File: config.mk
export PLATFORM = sky130hd
export DESIGN_NAME = register_scoreboard
export DESIGN_NICKNAME = d
export VERILOG_FILES = /design/src/rtl/register_scoreboard.sv
export SDC_FILE = /design/constraint.sdc
export NUM_CORES = 1
export LEC_CHECK = 0
export ABC_AREA = 1
export CORE_MARGIN = 4
export CORE_UTILIZATION = 55
export CTS_CLUSTER_SIZE = 40
export DETAILED_ROUTE_END_ITERATION = 10
export MAX_ROUTING_LAYER = met4
export PLACE_DENSITY = 0.76
export SYNTH_ARGS = -nofsm -noshare
export SYNTH_HDL_FRONTEND = slang
export SYNTH_SLANG_ARGS = --single-unit
File: constraint.sdc
create_clock -name clk -period 5.85 [get_ports clk]
set_clock_uncertainty 0.05 [all_clocks]
set_input_delay 1.755 -clock clk [delete_from_list [all_inputs] [get_ports clk]]
set_output_delay 1.755 -clock clk [all_outputs]
set_load 0.05 [all_outputs]
File: src/rtl/register_scoreboard.sv
// rtl/register_scoreboard.sv - per-register pending-write scoreboard with issue stall logic
// Optional macro SCOREBOARD_WB_BYPASS_EN: same-cycle writeback makes a source ready.
module register_scoreboard #(
  parameter int NUM_REGS = 32,
  parameter int CNT_W    = 2
) (
  input  logic                clk,
  input  logic                rst,
  input  logic [4:0]          rs1Addr,
  input  logic [4:0]          rs2Addr,
  input  logic                rs1Used,
  input  logic                rs2Used,
  input  logic                issueValid,
  input  logic                issueWEnable,
  input  logic [4:0]          issueRdAddr,
  output logic                issueAccept,
  input  logic                wbValid,
  input  logic [4:0]          wbRdAddr,
  input  logic                flush,
  output logic                rs1Ready,
  output logic                rs2Ready,
  output logic                stall,
  output logic [NUM_REGS-1:0] busyVector
);

  localparam logic [CNT_W-1:0] CNT_MAX = {CNT_W{1'b1}};
  localparam logic [CNT_W-1:0] CNT_ONE = CNT_W'(1);

  logic [CNT_W-1:0]    cnt [NUM_REGS];
  logic [CNT_W-1:0]    rs1_cnt;
  logic [CNT_W-1:0]    rs2_cnt;
  logic [CNT_W-1:0]    rd_cnt;
  logic [CNT_W-1:0]    wb_cnt;
  logic [NUM_REGS-1:0] inc_vec;
  logic [NUM_REGS-1:0] dec_vec;
  logic                rs1_byp;
  logic                rs2_byp;
  logic                rd_full;

  // Register 0 is never selected, so its lookups always read as idle.
  always_comb begin
    rs1_cnt = '0;
    rs2_cnt = '0;
    rd_cnt  = '0;
    wb_cnt  = '0;
    for (int r = 1; r < NUM_REGS; r++) begin
      if (rs1Addr == 5'(r))     rs1_cnt = cnt[r];
      if (rs2Addr == 5'(r))     rs2_cnt = cnt[r];
      if (issueRdAddr == 5'(r)) rd_cnt  = cnt[r];
      if (wbRdAddr == 5'(r))    wb_cnt  = cnt[r];
    end
  end

`ifdef SCOREBOARD_WB_BYPASS_EN
  assign rs1_byp = wbValid && (wbRdAddr == rs1Addr) && (rs1_cnt == CNT_ONE);
  assign rs2_byp = wbValid && (wbRdAddr == rs2Addr) && (rs2_cnt == CNT_ONE);
`else
  assign rs1_byp = 1'b0;
  assign rs2_byp = 1'b0;
`endif

  assign rs1Ready = !rs1Used || (rs1Addr == 5'd0) || (rs1_cnt == '0) || rs1_byp;
  assign rs2Ready = !rs2Used || (rs2Addr == 5'd0) || (rs2_cnt == '0) || rs2_byp;
  assign rd_full  = issueWEnable && (issueRdAddr != 5'd0) && (rd_cnt == CNT_MAX);

  assign stall       = issueValid && (!rs1Ready || !rs2Ready || rd_full);
  assign issueAccept = issueValid && !stall && !flush;

  always_comb begin
    inc_vec = '0;
    dec_vec = '0;
    for (int r = 1; r < NUM_REGS; r++) begin
      inc_vec[r] = issueAccept && issueWEnable && (issueRdAddr == 5'(r));
      dec_vec[r] = wbValid && (wbRdAddr == 5'(r)) && (cnt[r] != '0);
    end
  end

  // cnt[0] is only ever written by reset/flush, so it stays zero.
  always_ff @(posedge clk or negedge rst) begin
    if (!rst) begin
      for (int r = 0; r < NUM_REGS; r++) cnt[r] <= '0;
    end else if (flush) begin
      for (int r = 0; r < NUM_REGS; r++) cnt[r] <= '0;
    end else begin
      for (int r = 1; r < NUM_REGS; r++) begin
        if (inc_vec[r] && !dec_vec[r])
          cnt[r] <= cnt[r] + CNT_ONE;
        else if (dec_vec[r] && !inc_vec[r])
          cnt[r] <= cnt[r] - CNT_ONE;
      end
    end
  end

  always_comb begin
    busyVector = '0;
    for (int r = 0; r < NUM_REGS; r++) busyVector[r] = (cnt[r] != '0);
  end

`ifndef SYNTHESIS
  wb_underflow: assert property (@(posedge clk) disable iff (!rst)
    !(wbValid && (wbRdAddr != 5'd0) && (wb_cnt == '0)));
`endif

endmodule

==> metrics.md <==
| Metric | Value |
|---|---|
| Relative slew slack | 0.289 |
| Largest cells by area after synthesis | dfrtp_1 22%, nand2_1 21%, nand3_1 12%, inv_1 11%, nor2_1 11% |
| Tightest Hold Check Type | register to register |
| Largest net degree at the start of global routing | roughly 100 |
| Wire per inst | 17.2 um |
| Synth Register Bits | 62 |
| First-pass GRT wire length | 45600 um |
| CP Depth | 27 |
| Fin util | 0.781 |
| Area share of the largest cell type after synthesis | 0.219 |
| Sequential Area | 0.00155 mm^2 |
| Die Y | around 120 um |
| CTS tree | yes |
| Antenna violations before repair | 0 |
| Netlist Area Pre-Place | 0.00707 mm^2 |
| Number of unique standard cell types used by synthesis | 31 |
| R2r worst-path depth | 29 |
| Tcrit/Tclk final | 1.07 |
| Clock latency on the worst-skew pair | 350 ps |
| Maximum net fanout on the critical path | 4 |
| IO buf count | 62 |
| Synth area leader | dfrtp_1 |
| WP buf/inv | 3 |
| Fraction of layout cells with a size suffix above 1 | 0.200 |
| Row Count | 41 |
| Crit path required time | 4050 ps |
| Clock root buffer master | clkbuf_16 |
| I/O Pins | 64 |
| Die area | 0.0147 mm^2 |
| GR Util All Layers | 0.406 |
| Core Region | 0.0126 mm^2 |
| Gate power share | 0.414 |
| Net Switching | 0.868 mW |
| CTS clk-pin slew, worst paths | 50 ps |
| Largest reg by FF count | cnt |
| Syn Area/Cell | 5.34 um^2 |
| 1st-iter DRT viols | 1319 |
| Final setup violating endpoints | 3 |
| Biggest regs | cnt: 62 flops |
| Antenna Violating Nets Remaining | 0 |
| Minimum clock period | 6270 ps |
| Clk pwr share | 0.295 |
| DR pass1 iterations | 6 |
| Die W | roughly 120 um |
| Worst slew pin tran | 1070 ps |
| Area Overhead vs Synth | 39.4% |
| GRT overflow | 0 |
| Crit-path leading delay family | simple AND/OR/NAND/NOR gates |
| Area of the multi-input gates | 0.00477 mm^2 |
| DRT Wirelength | 29600 um |
| CTS Buf Count | 9 |
| Worst setup margin | -423 ps |
| Clk sinks | 62 |
| Initial Util | 0.561 |
| Syn Nets | 1354 |
| Failing checks | setup timing |
| CP Launch Type | input port |
| Antenna diodes | 0 |
| Slowest stage delay, CP | 230 ps |
| DRC | 0 |
| Outcome | finished, violations left |
| Setup WS pre-CTS | -797 ps |
| Setup TNS | -1160 ps |
| Seq pwr share | 0.291 |
| Number of global-route vias before repair | 8976 |
| Mapped Cells | 1326 |
| Post-synth ARST share | 1.00 |
| Design Area, Final | 0.00986 mm^2 |
| Pwr Total | 2.03 mW |
| Sequential share of the synthesized area | 0.219 |
| DP Area | about 0.0090 mm^2 |
| Post-detail-place hpwl | between 20000 and 25000 um |
| Worst Path Arrival | 4470 ps |
| Switching share of total power | 0.428 |
| Endpoints failing hold | 0 |
| Max-cap check violation count | 0 |
| WHS Path Cells | 2 |
| Nature of the critical path endpoint | output port |
| Ys flop type | dfrtp_1 |
| R2r setup slk | 1720 ps |
| Slowest CP cell | nor3_2 |
| Final net count | 1570 |
| Internal | ~1.2 mW |
| H-Tree Depth | 3 |
| WS Path Type | input port to output port |
| Fin. max-slew vios | 0 |
| Placer Congestion | 1.12 |
| Number of synthesized flops with an enable pin | 0 |
| Worst vdd ir | 0.000178 V |
| Hold-fix buffers at CTS | 0 |
| Synthesis Warnings | 0 |
| Lkg Pwr | 4.85 nW |
| CP dominant cell by count | nand2_1 |
| Max reg flops | 62 |
| CTS Buffer Depth | 2 |
| PwrDens | 206 mW/mm^2 |
| Via count | 10000 |
| Via density | 5.83 |
| FMAX | 159 MHz |
| Fillers | around 1000 |
| RSZ-0062 raised after global routing | yes |
## synthesized netlist by cell type (2+ instances only)
library cell  count
buf_4             8
a21oi_1          13
inv_1           215
nand2_1         396
o21ai_0          16
buf_1             8
dfrtp_1          62
nor4_1            2
nor2_2            8
o22ai_1           3
nor3_2            2
nand4_1         120
nand3_2           2
clkbuf_1         16
buf_2            10
o2111ai_1         3
nor2_4            2
nor3_1           48
nand3b_1          2
inv_2             7
or2_2             4
nand3_1         169
nor2_1          202
## metal layers
metal  track usage  vias to the layer above  share of wire
met5             -                        -              0
met2         0.617                      673           0.44
met1         0.522                     4497           0.39
met4         0.209                        0          0.063
li1              -                     4715              -
met3        0.0685                      130           0.11
## stage by stage
| stage | hold WS [ps] | instances |
|---|---|---|
| 6_report | 491 | 1719 |
| 5_1_grt | 533 | 1719 |
| 4_1_cts | 493 | 1715 |
| 3_5_place_dp | 479 | 1674 |
| 3_3_place_gp | 457 | 1674 |
| 2_1_floorplan | 438 | 1326 |
## layout make-up
cell class / count / share of cell area
Multi-Input combinational cell: 999 / 0.484
Timing Repair Buffer: 247 / 0.216
Sequential cell: 62 / 0.157
Inverter: 223 / 0.0889
Clock buffer: 12 / 0.0250
Tap cell: 172 / 0.0218
Clock inverter: 4 / 0.00710
## worst min-delay path, delay by kind of cell (launching register included)
family / cells / cell delay (ps)
simple gates: 2 / 130
flops: 1 / 370
## logic make-up (layout without fill, tap and decap cells)
kind of cell	count (synthesis)	count (layout)	share of synthesized area
AO/OA/AOI/OAI	40	40	0.0322
flip-flops	62	62	0.219
buffers and inverters	265	486	0.147
other	1	1	0.000530
AND/OR/NAND/NOR	958	958	0.601
## path summary, 6_finish.rpt
check,from,to
max in group asynchronous,rst,cnt[4]
worst max register to register,cnt[59],cnt[39]
min in group asynchronous,rst,cnt[51]
worst min register to register,cnt[3],cnt[3]
worst max-delay path,rs2Addr[0],issueAccept
worst min-delay path,cnt[3],cnt[3]
## placed cells by master, fill, tap and decap left out, types with 2 or more instances in the layout
master	n
nand2_1	382
inv_1	198
nor2_1	181
buf_4	171
nand3_1	160
nand4_1	120
dfrtp_1	62
nor3_1	44
clkdlybuf4s50_1	42
nor2_4	19
buf_6	17
inv_2	16
o21ai_0	15
a21oi_1	13
nor2_2	12
nand3_2	10
clkbuf_16	9
buf_12	9
nand2_2	8
inv_4	6
nand2_4	6
buf_2	6
nor3_2	4
or2_2	4
o2111ai_1	3
o22ai_1	3
o21ai_1	2
nor4_1	2
clkinv_8	2
nand3b_1	2
nor3_4	2
clkbuf_1	2
bufinv_16	2
clkinv_2	2
## repair_timing
action / CTS / global route
pin swaps: 55 / 29
resized for setup: 158 / 37
buffers inserted: 26 / 5
endpoints found under the setup margin: 4 / 4
## power by group through the flow
stage          Sequential (mW)  Combinational (mW)  Clock [mW]
4_1_cts                  0.581               0.811       0.601
5_1_grt                  0.594               0.902       0.619
2_1_floorplan            0.548               0.496           0
6_report                 0.590               0.839       0.598
3_3_place_gp             0.587               0.759           0
3_5_place_dp             0.588               0.772           0
(Power assumes the default switching activity.)
